`config.mk`:
```
export PLATFORM = sky130hd
export DESIGN_NAME = avalon_mm_arbiter
export DESIGN_NICKNAME = d
export VERILOG_FILES = /design/src/rtl/avalon_mm_arbiter.sv
export SDC_FILE = /design/constraint.sdc
export NUM_CORES = 1
export LEC_CHECK = 0
export ABC_AREA = 1
export BUFFER_PORTS_ARGS = -buffer_cell sky130_fd_sc_hd__buf_2
export CAP_MARGIN = 5
export CORE_MARGIN = 3
export CORE_UTILIZATION = 25
export DETAILED_ROUTE_END_ITERATION = 10
export PLACE_DENSITY = 0.5
export SLEW_MARGIN = 40
export SYNTH_ARGS = -nofsm -noshare
export SYNTH_HDL_FRONTEND = slang
export SYNTH_SLANG_ARGS = --single-unit
```
`constraint.sdc`:
```
create_clock -name clk_clk -period 3.1 [get_ports clk_clk]
set_clock_uncertainty 0.1 [all_clocks]
set_input_delay 0 -clock clk_clk [delete_from_list [all_inputs] [get_ports clk_clk]]
set_output_delay 0 -clock clk_clk [all_outputs]
set_load 0.02 [all_outputs]
```
`src/rtl/avalon_mm_arbiter.sv`:
```
// Two-port round-robin Avalon-MM arbiter with one shared master port.
// Ports: s0_*/s1_* requester slaves, m_* shared master, grant, stray_rdv.
module avalon_mm_arbiter #(
  parameter int ADDR_W  = 32,
  parameter int DATA_W  = 32,
  parameter int TIMEOUT = 1024
) (
  input  logic                clk_clk,
  input  logic                reset_reset_n,
  input  logic [ADDR_W-1:0]   s0_address,
  input  logic                s0_read,
  input  logic                s0_write,
  input  logic [DATA_W-1:0]   s0_writedata,
  input  logic [DATA_W/8-1:0] s0_byteenable,
  output logic                s0_waitrequest,
  output logic [DATA_W-1:0]   s0_readdata,
  output logic                s0_readdatavalid,
  output logic                s0_response,
  input  logic [ADDR_W-1:0]   s1_address,
  input  logic                s1_read,
  input  logic                s1_write,
  input  logic [DATA_W-1:0]   s1_writedata,
  input  logic [DATA_W/8-1:0] s1_byteenable,
  output logic                s1_waitrequest,
  output logic [DATA_W-1:0]   s1_readdata,
  output logic                s1_readdatavalid,
  output logic                s1_response,
  output logic [ADDR_W-1:0]   m_address,
  output logic [DATA_W-1:0]   m_writedata,
  output logic [DATA_W/8-1:0] m_byteenable,
  output logic                m_read,
  output logic                m_write,
  input  logic                m_waitrequest,
  input  logic [DATA_W-1:0]   m_readdata,
  input  logic                m_readdatavalid,
  output logic [1:0]          grant,
  output logic                stray_rdv
);

  localparam int BE_W  = DATA_W / 8;
  localparam int CNT_W = $clog2(TIMEOUT);

  typedef enum logic [1:0] {
    IDLE,
    ISSUE,
    WAIT_RD
  } state_t;

  state_t              state_q, state_d;
  logic [1:0]          grant_q, grant_d;
  logic                last_q, last_d;
  logic [ADDR_W-1:0]   cmd_addr;
  logic [DATA_W-1:0]   cmd_wdata;
  logic [BE_W-1:0]     cmd_be;
  logic                cmd_wr;
  logic [CNT_W-1:0]    cnt_q;
  logic [1:0]          rdv_q;
  logic [1:0]          resp_q;
  logic [DATA_W-1:0]   rdata0_q, rdata1_q;
  logic                stray_q;

  logic req0, req1, pick1;
  logic load, sel1;
  logic rd_done, to_done, done;
  logic accept;

  assign req0 = s0_read | s0_write;
  assign req1 = s1_read | s1_write;

  // s1 wins when alone, or on a tie when s0 was served last.
  assign pick1 = req1 & (~req0 | ~last_q);

  always_comb begin
    state_d = state_q;
    grant_d = grant_q;
    last_d  = last_q;
    load    = 1'b0;
    sel1    = 1'b0;
    rd_done = 1'b0;
    to_done = 1'b0;
    case (state_q)
      IDLE: begin
        if (req0 | req1) begin
          load    = 1'b1;
          sel1    = pick1;
          grant_d = pick1 ? 2'b10 : 2'b01;
          last_d  = pick1;
          state_d = ISSUE;
        end
      end
      ISSUE: begin
        if (!m_waitrequest) begin
          if (cmd_wr) begin
            state_d = IDLE;
            grant_d = 2'b00;
          end else begin
            state_d = WAIT_RD;
          end
        end
      end
      WAIT_RD: begin
        if (m_readdatavalid) begin
          rd_done = 1'b1;
          state_d = IDLE;
          grant_d = 2'b00;
        end else if (cnt_q == CNT_W'(TIMEOUT - 1)) begin
          to_done = 1'b1;
          state_d = IDLE;
          grant_d = 2'b00;
        end
      end
      default: begin
        state_d = IDLE;
        grant_d = 2'b00;
      end
    endcase
  end

  assign done = rd_done | to_done;

  always_ff @(posedge clk_clk) begin
    if (!reset_reset_n) begin
      state_q   <= IDLE;
      grant_q   <= 2'b00;
      last_q    <= 1'b1;
      cmd_addr  <= '0;
      cmd_wdata <= '0;
      cmd_be    <= '0;
      cmd_wr    <= 1'b0;
      cnt_q     <= '0;
      rdv_q     <= 2'b00;
      resp_q    <= 2'b00;
      rdata0_q  <= '0;
      rdata1_q  <= '0;
      stray_q   <= 1'b0;
    end else begin
      state_q <= state_d;
      grant_q <= grant_d;
      last_q  <= last_d;
      if (load) begin
        cmd_addr  <= sel1 ? s1_address : s0_address;
        cmd_wdata <= sel1 ? s1_writedata : s0_writedata;
        cmd_be    <= sel1 ? s1_byteenable : s0_byteenable;
        // write has priority when both strobes are up
        cmd_wr    <= sel1 ? s1_write : s0_write;
      end
      cnt_q  <= (state_q == WAIT_RD) ? cnt_q + 1'b1 : '0;
      rdv_q  <= done ? grant_q : 2'b00;
      resp_q <= to_done ? grant_q : 2'b00;
      if (done && grant_q[0])
        rdata0_q <= to_done ? '0 : m_readdata;
      if (done && grant_q[1])
        rdata1_q <= to_done ? '0 : m_readdata;
      if (m_readdatavalid && state_q != WAIT_RD)
        stray_q <= 1'b1;
    end
  end

  assign accept = (state_q == ISSUE) & ~m_waitrequest;

  assign m_address    = cmd_addr;
  assign m_writedata  = cmd_wdata;
  assign m_byteenable = cmd_be;
  assign m_read       = (state_q == ISSUE) & ~cmd_wr;
  assign m_write      = (state_q == ISSUE) & cmd_wr;

  assign s0_waitrequest   = ~(accept & grant_q[0]);
  assign s1_waitrequest   = ~(accept & grant_q[1]);
  assign s0_readdata      = rdata0_q;
  assign s1_readdata      = rdata1_q;
  assign s0_readdatavalid = rdv_q[0];
  assign s1_readdatavalid = rdv_q[1];
  assign s0_response      = resp_q[0];
  assign s1_response      = resp_q[1];

  assign grant     = grant_q;
  assign stray_rdv = stray_q;

endmodule

```
# Word-level counts from Yosys, hierarchy flattened
# Index checks and enable logic that the tools add are counted.
totals:
  ff_bits: 153
  input_bits: 176
  out_inout_bits: 143
  elab_cells: 74
classes:
  addsub: 1
  n_eq_ne: 8
  muxes: 25
  n_bitwise: 17
  n_reduce_logical: 10
ops:
  columns: ["op", "n"]
  rows:
  - ["$mux W32", 3]
  - ["$mux W2", 9]
  - ["$pmux W2 S3", 2]
  - ["$add A10 B1 Y10 const B", 1]
  - ["$eq A10 B10 Y1 const B", 1]
  - ["$mux W1", 10]
  - ["$ne A2 B2 Y1 const B", 4]
  - ["$reduce_and A2 Y1", 4]
  - ["$and A1 B1 Y1", 6]
  - ["$not A1 Y1", 6]
  - ["$or A1 B1 Y1", 5]
  - ["$mux W4", 1]
  - ["$reduce_and A4 Y1", 1]
  - ["$logic_and A1 B1 Y1", 3]
  - ["$ne A3 B3 Y1 const B", 1]
  - ["$reduce_and A3 Y1", 1]
  - ["$eq A2 B1 Y1 const B", 1]
  - ["$eq A2 B2 Y1 const B", 1]
  - ["$logic_not A2 Y1", 1]

# Logic depth before layout (Yosys ltp)
# Gate-level depths: netlist of run 1.
depth:
  depth_word: 7
  ltp_mapped: 10
  ltp_nobuf: 9

# Least setup slack after synthesis of run 1
# OpenSTA, ideal clock, no wires.
synth_timing:
  kind: "reg2reg"
  from: "reg cnt_q[0]"
  to: "reg rdata0_q[23] (netlist: s0_readdata[23])"
  setup_ns: 0.113
  arrival_ns: 1.450
  required_time_ns: 2.887
  slack_ns: 1.438
  stages_incl_launch_ff: 11
  path_buffers: 2
  period_less_slack_ns: 1.662
  cell_sequence: "dfxtp_1 ha_1 nand2_1 nor2_2 nand3_2 nand2_2 nand3_2 buf_6 buf_6 nor2_1 nor2_1"
synth_between:
  elab_chain_len: 6
  elab_cells_between_ends: 7
  classes_between: "eq/ne: 1; mux: 4; bitwise: 1; reduce/logical: 1"
synth_lines:
  columns: ["item", "line", "source"]
  rows:
  - ["start: declaration", "56", "logic [CNT_W-1:0] cnt_q;"]
  - ["start signal: assignment", "147", "cnt_q <= (state_q == WAIT_RD) ? cnt_q + 1'b1 : '0;"]
  - ["$eq A10 B10 Y1 (*)", "106", "end else if (cnt_q == CNT_W'(TIMEOUT - 1)) begin"]
  - ["$mux W1 (*)", "106", null]
  - ["$mux W1 (*)", "102", "if (m_readdatavalid) begin"]
  - ["$mux W1 (*)", "81", "case (state_q)"]
  - ["$or A1 B1 Y1", "119", "assign done = rd_done | to_done;"]
  - ["$logic_and A1 B1 Y1", "150", "if (done && grant_q[0])"]
  - ["end signal: assignment", "151", "rdata0_q <= to_done ? '0 : m_readdata;"]
  - ["end: declaration", "59", "logic [DATA_W-1:0] rdata0_q, rdata1_q;"]
# Mark *: on every way between the ends. The rest lies on a longest branch, timed or not.
# A chain may end at the register's enable or synchronous reset.

# Worst setup path after layout of run 1
layout_timing:
  from: "in s0_write"
  to: "reg grant_q[1] (netlist: grant[1])"
layout_between:
  elab_chain_len: 7
  elab_cells_between_ends: 10
  classes_between: "eq/ne: 1; mux: 3; bitwise: 5; reduce/logical: 1"
layout_lines:
  columns: ["item", "line", "source"]
  rows:
  - ["start: declaration", "12", "input logic s0_write,"]
  - ["$or A1 B1 Y1 (*)", "67", "assign req0 = s0_read | s0_write;"]
  - ["$not A1 Y1", "71", "assign pick1 = req1 & (~req0 | ~last_q);"]
  - ["$or A1 B1 Y1", "71", null]
  - ["$and A1 B1 Y1", "71", null]
  - ["$mux W2", "86", "grant_d = pick1 ? 2'b10 : 2'b01;"]
  - ["$mux W2", "83", "if (req0 | req1) begin"]
  - ["$pmux W2 S3", "81", null]
  - ["end signal: assignment", "138", "grant_q <= grant_d;"]
  - ["end: declaration", "50", "logic [1:0] grant_q, grant_d;"]
# Mark *: on every way between the ends. The rest lies on a longest branch, timed or not. The select of a mux whose other input is x is not followed.

==> flow_summary_export.csv, run 1 <==
group,metric,value,unit
min_path,hold_class,"input port to flop",
yosys,synth.top_cells.by_count,"nand2_1, nor2_1, dfxtp_1",
place,dpl-instance-area,8280,um2
layout,drive_gt1_frac,0.270,
place,dp_hpwl,15.4,mm
timing,hold_viol,0,
yosys,ys_ff_latch,153,
clock_network,clock_latency,420,ps
drt,num_vias,7403,
die,core-area,25300,um2
die,die_area,27800,um2
yosys,synth-edff-count,0,
min_path,hold_end,"last_q",
layout,final_cell_area,10600,um2
grt,grt_max_degree,113,
place,dp_worst_setup_slack,879,ps
timing,report.final.setup_viol,0,
place,dp.cells,1500,
drt,drt_wl_total,23.8,mm
drt,drtIter0Drc,350,
yosys,netlist_top_cells_area,"dfxtp_1, nand2_1, nor2_1, o22ai_1, inv_1",
setup_path,path_max_fanout,3,
power,p_leak,5.35,nW
timing,tightest_slew,805,ps
setup_path,cp_slowest_cell,"dlygate4sd3_1",
timing,postLayoutSetupSlackWorst,535,ps
setup_path,start_kind,"input port",
yosys,syn_nets,1082,
yosys,yosys.area.top_type,"dfxtp_1",
timing,rsz0062_at_grt,"false",
setup_path,reg2regPathDepth,6,
die,die_h,167,um
clock_network,clkTransAtPathRegs,60,ps
setup_path,cp_common_cell,"dlygate4sd3_1",
timing,hold_ws,22.2,ps
timing,slew_headroom,0.463,
layout,layout.cells.non_filler,1715,
timing,slew_violations,0,
place,io_buffers,318,
clock_network,postCtsSetupRepairBufs,0,
drt,wl_per_cell,13.9,um
setup_path,crit-reg2reg-launch,"last_q",
grt,gr-total-overflow,0,
setup_path,critPathKind,"input port to flop",
die,die_w,167,um
yosys,yosysTopAreaCellShare,0.475,
layout,area_growth,64.8,%
yosys,synth.distinct_cells,28,
grt,grt_pass1_wl,39.0,mm
yosys,ys_warn_count,0,
die,fp-row-count,58,
drt,via_per_inst,4.32,
setup_path,path_cells,"dlygate4sd3_1 -> buf_2 -> o21ai_1 -> dlygate4sd3_1 -> nand3_1 -> dlygate4sd3_1 -> a21oi_1 -> dlygate4sd3_1",
clock_network,clock_sinks,153,
min_path,min_from,"reset_reset_n",
setup_path,arrival,2820,ps
timing,fin_crit,2570,ps
yosys,netlist_area,6450,um2
grt,grt_pass1_vias,7597,
yosys,synth_most_common_cell,"nand2_1",
clock_network,h-tree-depth,4,
timing,final.setup.tns,0,ps
flow_run,maxCapViolCount,0,
drt,drt_pass1_iterations,4,
run_status,status,"completed",
grt,antenna_found_initial,6,
min_path,whs_path_depth,2,
setup_path,ff2ff_setup_slack,610,ps
yosys,ys_seq_area_frac,0.475,
drt,ant_nets,0,
setup_path,slowest_delay,590,ps
yosys,synth_flop_cell,"dfxtp_1",
place,gp_congestion,0.744,
clock_network,cts_root_buffer,"clkbuf_16",
yosys,syn_area_per_cell,7.13,um2
die,io_pins,319,
clock_network,cts_buffers,17,
clock_network,post_cts_resized,0,
setup_path,r2r_end,"grant[1]",
setup_path,cp-end-kind,"flop",
die,initial_core_util,0.255,
setup_path,worstPathRequired,3350,ps
power,finalPower,5.68,mW
power,pwr_density_cell,534,nW/um2
power,max-vdd-ir-drop,288,uV
clock_network,cts.path.max_buffers,2,
yosys,synth_async_sr_flop_share,0,
drt,drc,0,
grt,gr-usage-all-layers,0.169,
timing,max_freq,0.390,GHz
layout,nNetsFinal,1543,
timing,fin_crit_sh,0.827,
clock_network,cts_tree,"built",
yosys,syn_inst,905,
layout,final_util,0.421,
cell usage in the layout (no fill, tap or decap):
cell           count
diode_2            6
clkinvlp_4         2
inv_2              1
xor2_1             2
buf_2            317
dlygate4sd3_1    177
nor2_4             3
nand3_1           14
bufinv_16          1
ha_1               1
clkinv_4           5
buf_12             4
inv_1            114
nor3b_1            5
a21oi_1           84
nor3_1             2
nand2_1          158
o21ai_0           71
nor2_2             1
inv_8              2
nand4_2            1
o22ai_1           69
o21ai_1            1
nand3_4            1
nand3_2            2
dfxtp_1          153
nand4_1            1
or2_2              2
nor2_1           155
clkbuf_16         17
inv_6              2
clkinv_2           3
nand2_2            3
a21oi_2            1
buf_4              4
sequential cells by signal, indices dropped and copies added (netlist names):
name / count
resp_q: 2
state_q: 2
m_writedata: 32
last_q: 1
m_byteenable: 4
s1_readdata: 32
rdv_q: 2
stray_rdv: 1
cmd_wr: 1
s0_readdata: 32
grant: 2
cnt_q: 10
m_address: 32
power breakdown:
part	total (mW)	switching, mW	internal [mW]	leakage [nW]
registers	2.23	0.0906	2.14	1.25
logic	1.39	0.765	0.628	3.82
clock network	2.05	0.931	1.12	0.277
total	5.68	1.79	3.89	5.35
layout make-up:
type	count	area [um2]
multi-input cells	577	2670
repair buffers	502	3470
well taps	330	413
clock buffers	17	425
inverters	115	432
flip-flops and latches	153	3060
diodes	6	15.0
fillers	2600	14600
clock inverters	15	144
logic make-up (layout without fill, tap and decap cells):
family          after synthesis  count (layout)  synth area share
other cells                   0               6                 0
simple gates                348             348             0.219
buf+inv                     175             649             0.113
compound gates              226             226             0.189
fa+ha+maj                     1               1           0.00194
flops                       153             153             0.475
xor+xnor                      2               2           0.00272
repair_timing:
item | in CTS | in global routing
endpoints found under the hold margin | 140 | 0
setup endpoints to repair | 0 | 0
hold buffers | 177 | 0
how the worst max path moves through the flow:
| stage | start | to | depth (start not counted) |
|---|---|---|---|
| after floorplan | cnt_q[0] | s0_readdata[23] | 10 |
| after global placement | cnt_q[0] | s1_readdata[1] | 8 |
| after detailed placement | cnt_q[0] | s1_readdata[13] | 8 |
| after CTS | s0_write | grant[1] | 8 |
| after global routing | s0_write | grant[1] | 8 |
| final | s0_write | grant[1] | 8 |
routing by layer:
metal / track usage / part of all wire
met1: 0.199 / 0.43
met4: 0.0563 / 0.019
met2: 0.287 / 0.48
met5: 0 / 0
met3: 0.0605 / 0.078
critical path: cells and delay by family:
family                 cells  cell delay (ps)
buffers and inverters      5             2440
AND/OR/NAND/NOR            1               60
AO/OA/AOI/OAI              2              330
Note: power is estimated with default switching activity, not from simulation.
==> run 2, diff against run 1 <==
PLACE_DENSITY = 0.52   (was 0.5)
clock period = 2.1 ns   (was 3.1 ns; I/O delays follow)
==> flow_summary_export.csv, run 2 (synthesis results as in run 1) <==
group,metric,value,unit
clock_network,clock_latency,420,ps
die,core-area,25300,um2
layout,nNetsFinal,1551,
drt,via_per_inst,4.39,
die,fp-row-count,58,
setup_path,arrival,2160,ps
grt,grt_pass1_vias,7567,
drt,drc,0,
grt,antenna_found_initial,0,
timing,max_freq,0.524,GHz
drt,ant_nets,0,
clock_network,h-tree-depth,4,
setup_path,cp_common_cell,"dlygate4sd3_1",
place,dp_hpwl,15.4,mm
min_path,hold_class,"input port to flop",
timing,slew_violations,0,
layout,n_antenna_cell,0,
drt,drt_wl_total,24.5,mm
timing,tightest_slew,607,ps
drt,drt_pass1_iterations,4,
min_path,hold_end,"grant[0]",
timing,fin_crit,1910,ps
die,die_h,167,um
drt,wl_per_cell,14.3,um
flow_run,maxCapViolCount,0,
grt,gr-usage-all-layers,0.168,
layout,area_growth,67.7,%
grt,grt_pass1_wl,38.9,mm
power,p_leak,5.44,nW
die,die_area,27800,um2
timing,fin_crit_sh,0.909,
setup_path,r2r_end,"m_writedata[9]",
power,power.clock.fraction,0.380,
power,power.internal,5.80,mW
layout,drive_gt1_frac,0.276,
setup_path,path_cells,"dlygate4sd3_1 -> buf_2 -> o21ai_4 -> nand2_4 -> nor2_4 -> buf_12 -> o22ai_1 -> dlygate4sd3_1 -> a21oi_1",
drt,drtIter0Drc,380,
timing,slew_headroom,0.595,
layout,multi_input_area,2700,um2
place,io_buffers,318,
die,die_w,167,um
clock_network,cts.path.max_buffers,2,
power,finalPower,8.48,mW
power,pwr_density_cell,784,nW/um2
layout,nFillCells,2554,
place,gp_congestion,0.758,
layout,seq_area,3060,um2
layout,final_cell_mix,"buf_2, dlygate4sd3_1, nand2_1",
timing,rsz0062_at_grt,"false",
setup_path,critPathKind,"input port to flop",
setup_path,slowest_delay,570,ps
run_status,status,"completed",
timing,hold_viol,0,
timing,final.setup.tns,0,ps
layout,layout_commonest_cell,"buf_2",
timing,report.final.setup_viol,0,
drt,num_vias,7534,
clock_network,clkTransAtPathRegs,70,ps
grt,gr-total-overflow,0,
setup_path,crit-reg2reg-launch,"state_q[1]",
min_path,min_from,"s1_read",
clock_network,clock_sinks,153,
power,power_frac_comb,0.232,
setup_path,ff2ff_setup_slack,200,ps
clock_network,cts_root_buffer,"clkbuf_16",
setup_path,path_max_fanout,18,
setup_path,worstPathRequired,2350,ps
power,max-vdd-ir-drop,459,uV
die,io_pins,319,
min_path,whs_path_depth,8,
power,p_sw,2.69,mW
setup_path,start_kind,"input port",
power,switching_share,0.317,
power,p_seq_frac,0.389,
setup_path,cp_slowest_cell,"dlygate4sd3_1",
setup_path,reg2regPathDepth,7,
die,initial_core_util,0.255,
clock_network,cts_buffers,17,
grt,grt_max_degree,121,
setup_path,cp-end-kind,"flop",
clock_network,cts_tree,"built",
layout,final_util,0.428,
## run 2: changes by cell type in the layout (fill, tap and decap cells not counted), sizes merged
cell      before  now
clkinvlp       2    1
clkbuf        17   19
clkinv         8    4
bufinv         1    2
inv          119  123
diode          6    0
buf          325  331
## run 2: how the worst max path moves through the flow
stage               start              end  slack [ps]  cells past startpoint
6_report         s0_write           cmd_wr         190                      9
5_1_grt        state_q[1]   m_writedata[9]          10                      7
4_1_cts        state_q[1]           cmd_wr          20                      7
3_5_place_dp     cnt_q[0]   s0_readdata[4]         310                      9
3_3_place_gp     cnt_q[0]   s1_readdata[9]         360                      9
2_1_floorplan    cnt_q[0]  s0_readdata[23]         440                     10
## run 2: per-layer routing
metal / part of all wire / track usage / wire length (um) / vias to the layer above
li1: - / - / - / 3839
met1: 0.43 / 0.205 / 10700 / 3386
met2: 0.47 / 0.284 / 11500 / 276
met3: 0.080 / 0.0610 / 1970 / 33
met4: 0.016 / 0.0423 / 399 / 0
met5: 0 / 0 / 0 / -
## run 2: power by group through the flow
stage	Clock [mW]	Combinational (mW)	Sequential [mW]
3_3_place_gp	0	1.61	3.35
3_5_place_dp	0	1.62	3.35
2_1_floorplan	0	0.696	3.64
5_1_grt	3.46	2.15	3.33
4_1_cts	3.33	1.90	3.29
6_report	3.22	1.97	3.30
## run 2: layout make-up
| class | count | share of cell area |
|---|---|---|
| clock inverter | 15 | 0.0169 |
| sequential | 153 | 0.283 |
| clock buffer | 17 | 0.0393 |
| inverter | 115 | 0.0399 |
| tap | 330 | 0.0382 |
| multi-input combinational | 577 | 0.249 |
| timing repair buffer | 510 | 0.333 |
## run 2: metrics by stage
stage	setup WS (ps)	hold slack [ps]	instance area [um2]	instances
after floorplan	438	25.5	6450	905
after global placement	360	154	8350	1505
after detailed placement	306	160	8350	1505
after CTS	19.6	85.2	10700	1715
after global routing	12.5	170	10800	1717
final	192	122	10800	1717
## run 2: worst max-delay path: cells and delay by family
kind	cells	cell delay (ps)
compound gates	3	380
buf+inv	4	1480
simple gates	2	300
## run 2: repair_timing
action / in CTS / in global routing
endpoints found under the hold margin: 141 / 0
buffers inserted: 0 / 1
hold buffers: 178 / 0
resized for setup: 0 / 6
endpoints found under the setup margin: 0 / 6
==> run 3, diff against run 2 <==
GPL_TIMING_DRIVEN = 0   (was unset)
==> flow_summary_export.csv, run 3 (synthesis results as in run 1) <==
group,metric,value,unit
clock_network,clkTransAtPathRegs,60,ps
setup_path,cp_common_cell,"dlygate4sd3_1",
die,io_pins,319,
flow_run,maxCapViolCount,0,
drt,drtIter0Drc,400,
drt,num_vias,7795,
die,die_h,167,um
clock_network,cts_root_buffer,"clkbuf_16",
setup_path,cp_slowest_cell,"dlygate4sd3_1",
drt,drt_wl_total,27.4,mm
power,finalPower,8.72,mW
clock_network,clock_sinks,153,
drt,drc,0,
clock_network,postCtsSetupRepairBufs,0,
timing,hold_ws,106,ps
grt,grt_max_degree,17,
timing,report.final.setup_viol,0,
clock_network,cts_buffers,17,
die,die_area,27800,um2
layout,area_growth,69.1,%
die,initial_core_util,0.255,
place,io_buffers,317,
timing,slew_headroom,0.574,
timing,fin_crit_sh,0.955,
timing,max_freq,0.499,GHz
run_status,status,"completed",
place,dp_hpwl,19.3,mm
drt,ant_nets,0,
setup_path,path_cells,"dlygate4sd3_1 -> buf_2 -> o21ai_1 -> dlygate4sd3_1 -> nand3_1 -> dlygate4sd3_1 -> a21oi_1",
place,gp_congestion,0.819,
layout,final_cell_mix,"buf_2, dlygate4sd3_1, nand2_1",
grt,gr-total-overflow,0,
setup_path,start_kind,"input port",
timing,tightest_slew,639,ps
setup_path,path_max_fanout,3,
power,max-vdd-ir-drop,429,uV
drt,via_per_inst,4.42,
grt,antenna_found_initial,2,
setup_path,critPathKind,"input port to flop",
setup_path,cp-end-kind,"flop",
layout,layout_commonest_cell,"buf_2",
clock_network,h-tree-depth,4,
setup_path,worstPathRequired,2350,ps
timing,hold_viol,0,
layout,final_util,0.432,
setup_path,arrival,2250,ps
timing,slew_violations,0,
grt,gr-usage-all-layers,0.192,
die,core-area,25300,um2
grt,grt_pass1_wl,43.0,mm
min_path,hold_class,"input port to flop",
clock_network,cts_tree,"built",
drt,wl_per_cell,15.5,um
clock_network,cts.path.max_buffers,2,
timing,fin_crit,2010,ps
power,p_leak,5.49,nW
clock_network,clock_latency,420,ps
layout,nNetsFinal,1596,
power,pwr_density_cell,799,nW/um2
grt,grt_pass1_vias,7979,
setup_path,slowest_delay,590,ps
layout,nFillCells,2607,
die,die_w,167,um
layout,drive_gt1_frac,0.278,
die,fp-row-count,58,
drt,drt_pass1_iterations,7,
run 3: critical path, delay by kind of cell:
family | cells | cell delay (ps)
buffers and inverters | 4 | 1850
AND/OR/NAND/NOR | 1 | 70
AO/OA/AOI/OAI | 2 | 330
run 3: metrics by stage:
stage | worst slack, ps | cells | TNS, ps | area, um2
3_3_place_gp | 2.67 | 1552 | 0 | 8450
3_5_place_dp | -12.9 | 1553 | -12.9 | 8460
2_1_floorplan | 438 | 905 | 0 | 6450
6_report | 95.0 | 1764 | 0 | 10900
5_1_grt | -3.59 | 1764 | -4.39 | 10900
4_1_cts | 1.53 | 1762 | 0 | 10900
run 3: path summary, 6_finish.rpt:
check                 from  endpoint  slack (ps)  cells after the start
hold reg to reg   cnt_q[0]  cnt_q[0]         350                      1
setup reg to reg    last_q  grant[1]         130                      5
hold / removal     s1_read  grant[0]         110                      8
setup / recovery  s0_write  grant[1]          90                      7
run 3: what timing repair did:
item,4_1_cts,5_1_grt
gates resized for setup,1,7
pin swaps,0,0
hold buffers,177,0
cloned,0,0
endpoints found under the setup margin,1,51
hold endpoints to repair,139,0
run 3: routing by layer:
layer / vias to the layer above / global-route usage / routed length [um] / part of all wire
li1: 3924 / - / - / -
met1: 3504 / 0.229 / 11700 / 0.43
met2: 320 / 0.336 / 13100 / 0.48
met3: 47 / 0.0567 / 1830 / 0.067
met4: 0 / 0.0560 / 666 / 0.024
met5: - / 0 / 0 / 0
run 3: layout make-up:
type	instances	area, um2	share of cell area
antenna	2	5.00	0.000459
buffer	60	297	0.0272
clock buffer	20	457	0.0419
clock inverter	12	188	0.0172
inverter	115	434	0.0398
multi-input combinational	577	2680	0.246
sequential	153	3060	0.281
tap	330	413	0.0379
timing repair buffer	495	3370	0.309
run 3: where the power goes:
group          switching, mW  internal [mW]  total [mW]
clock network           1.35           2.08        3.42
logic                   1.20          0.800        2.00
registers              0.131           3.16        3.29
total                   2.68           6.04        8.72
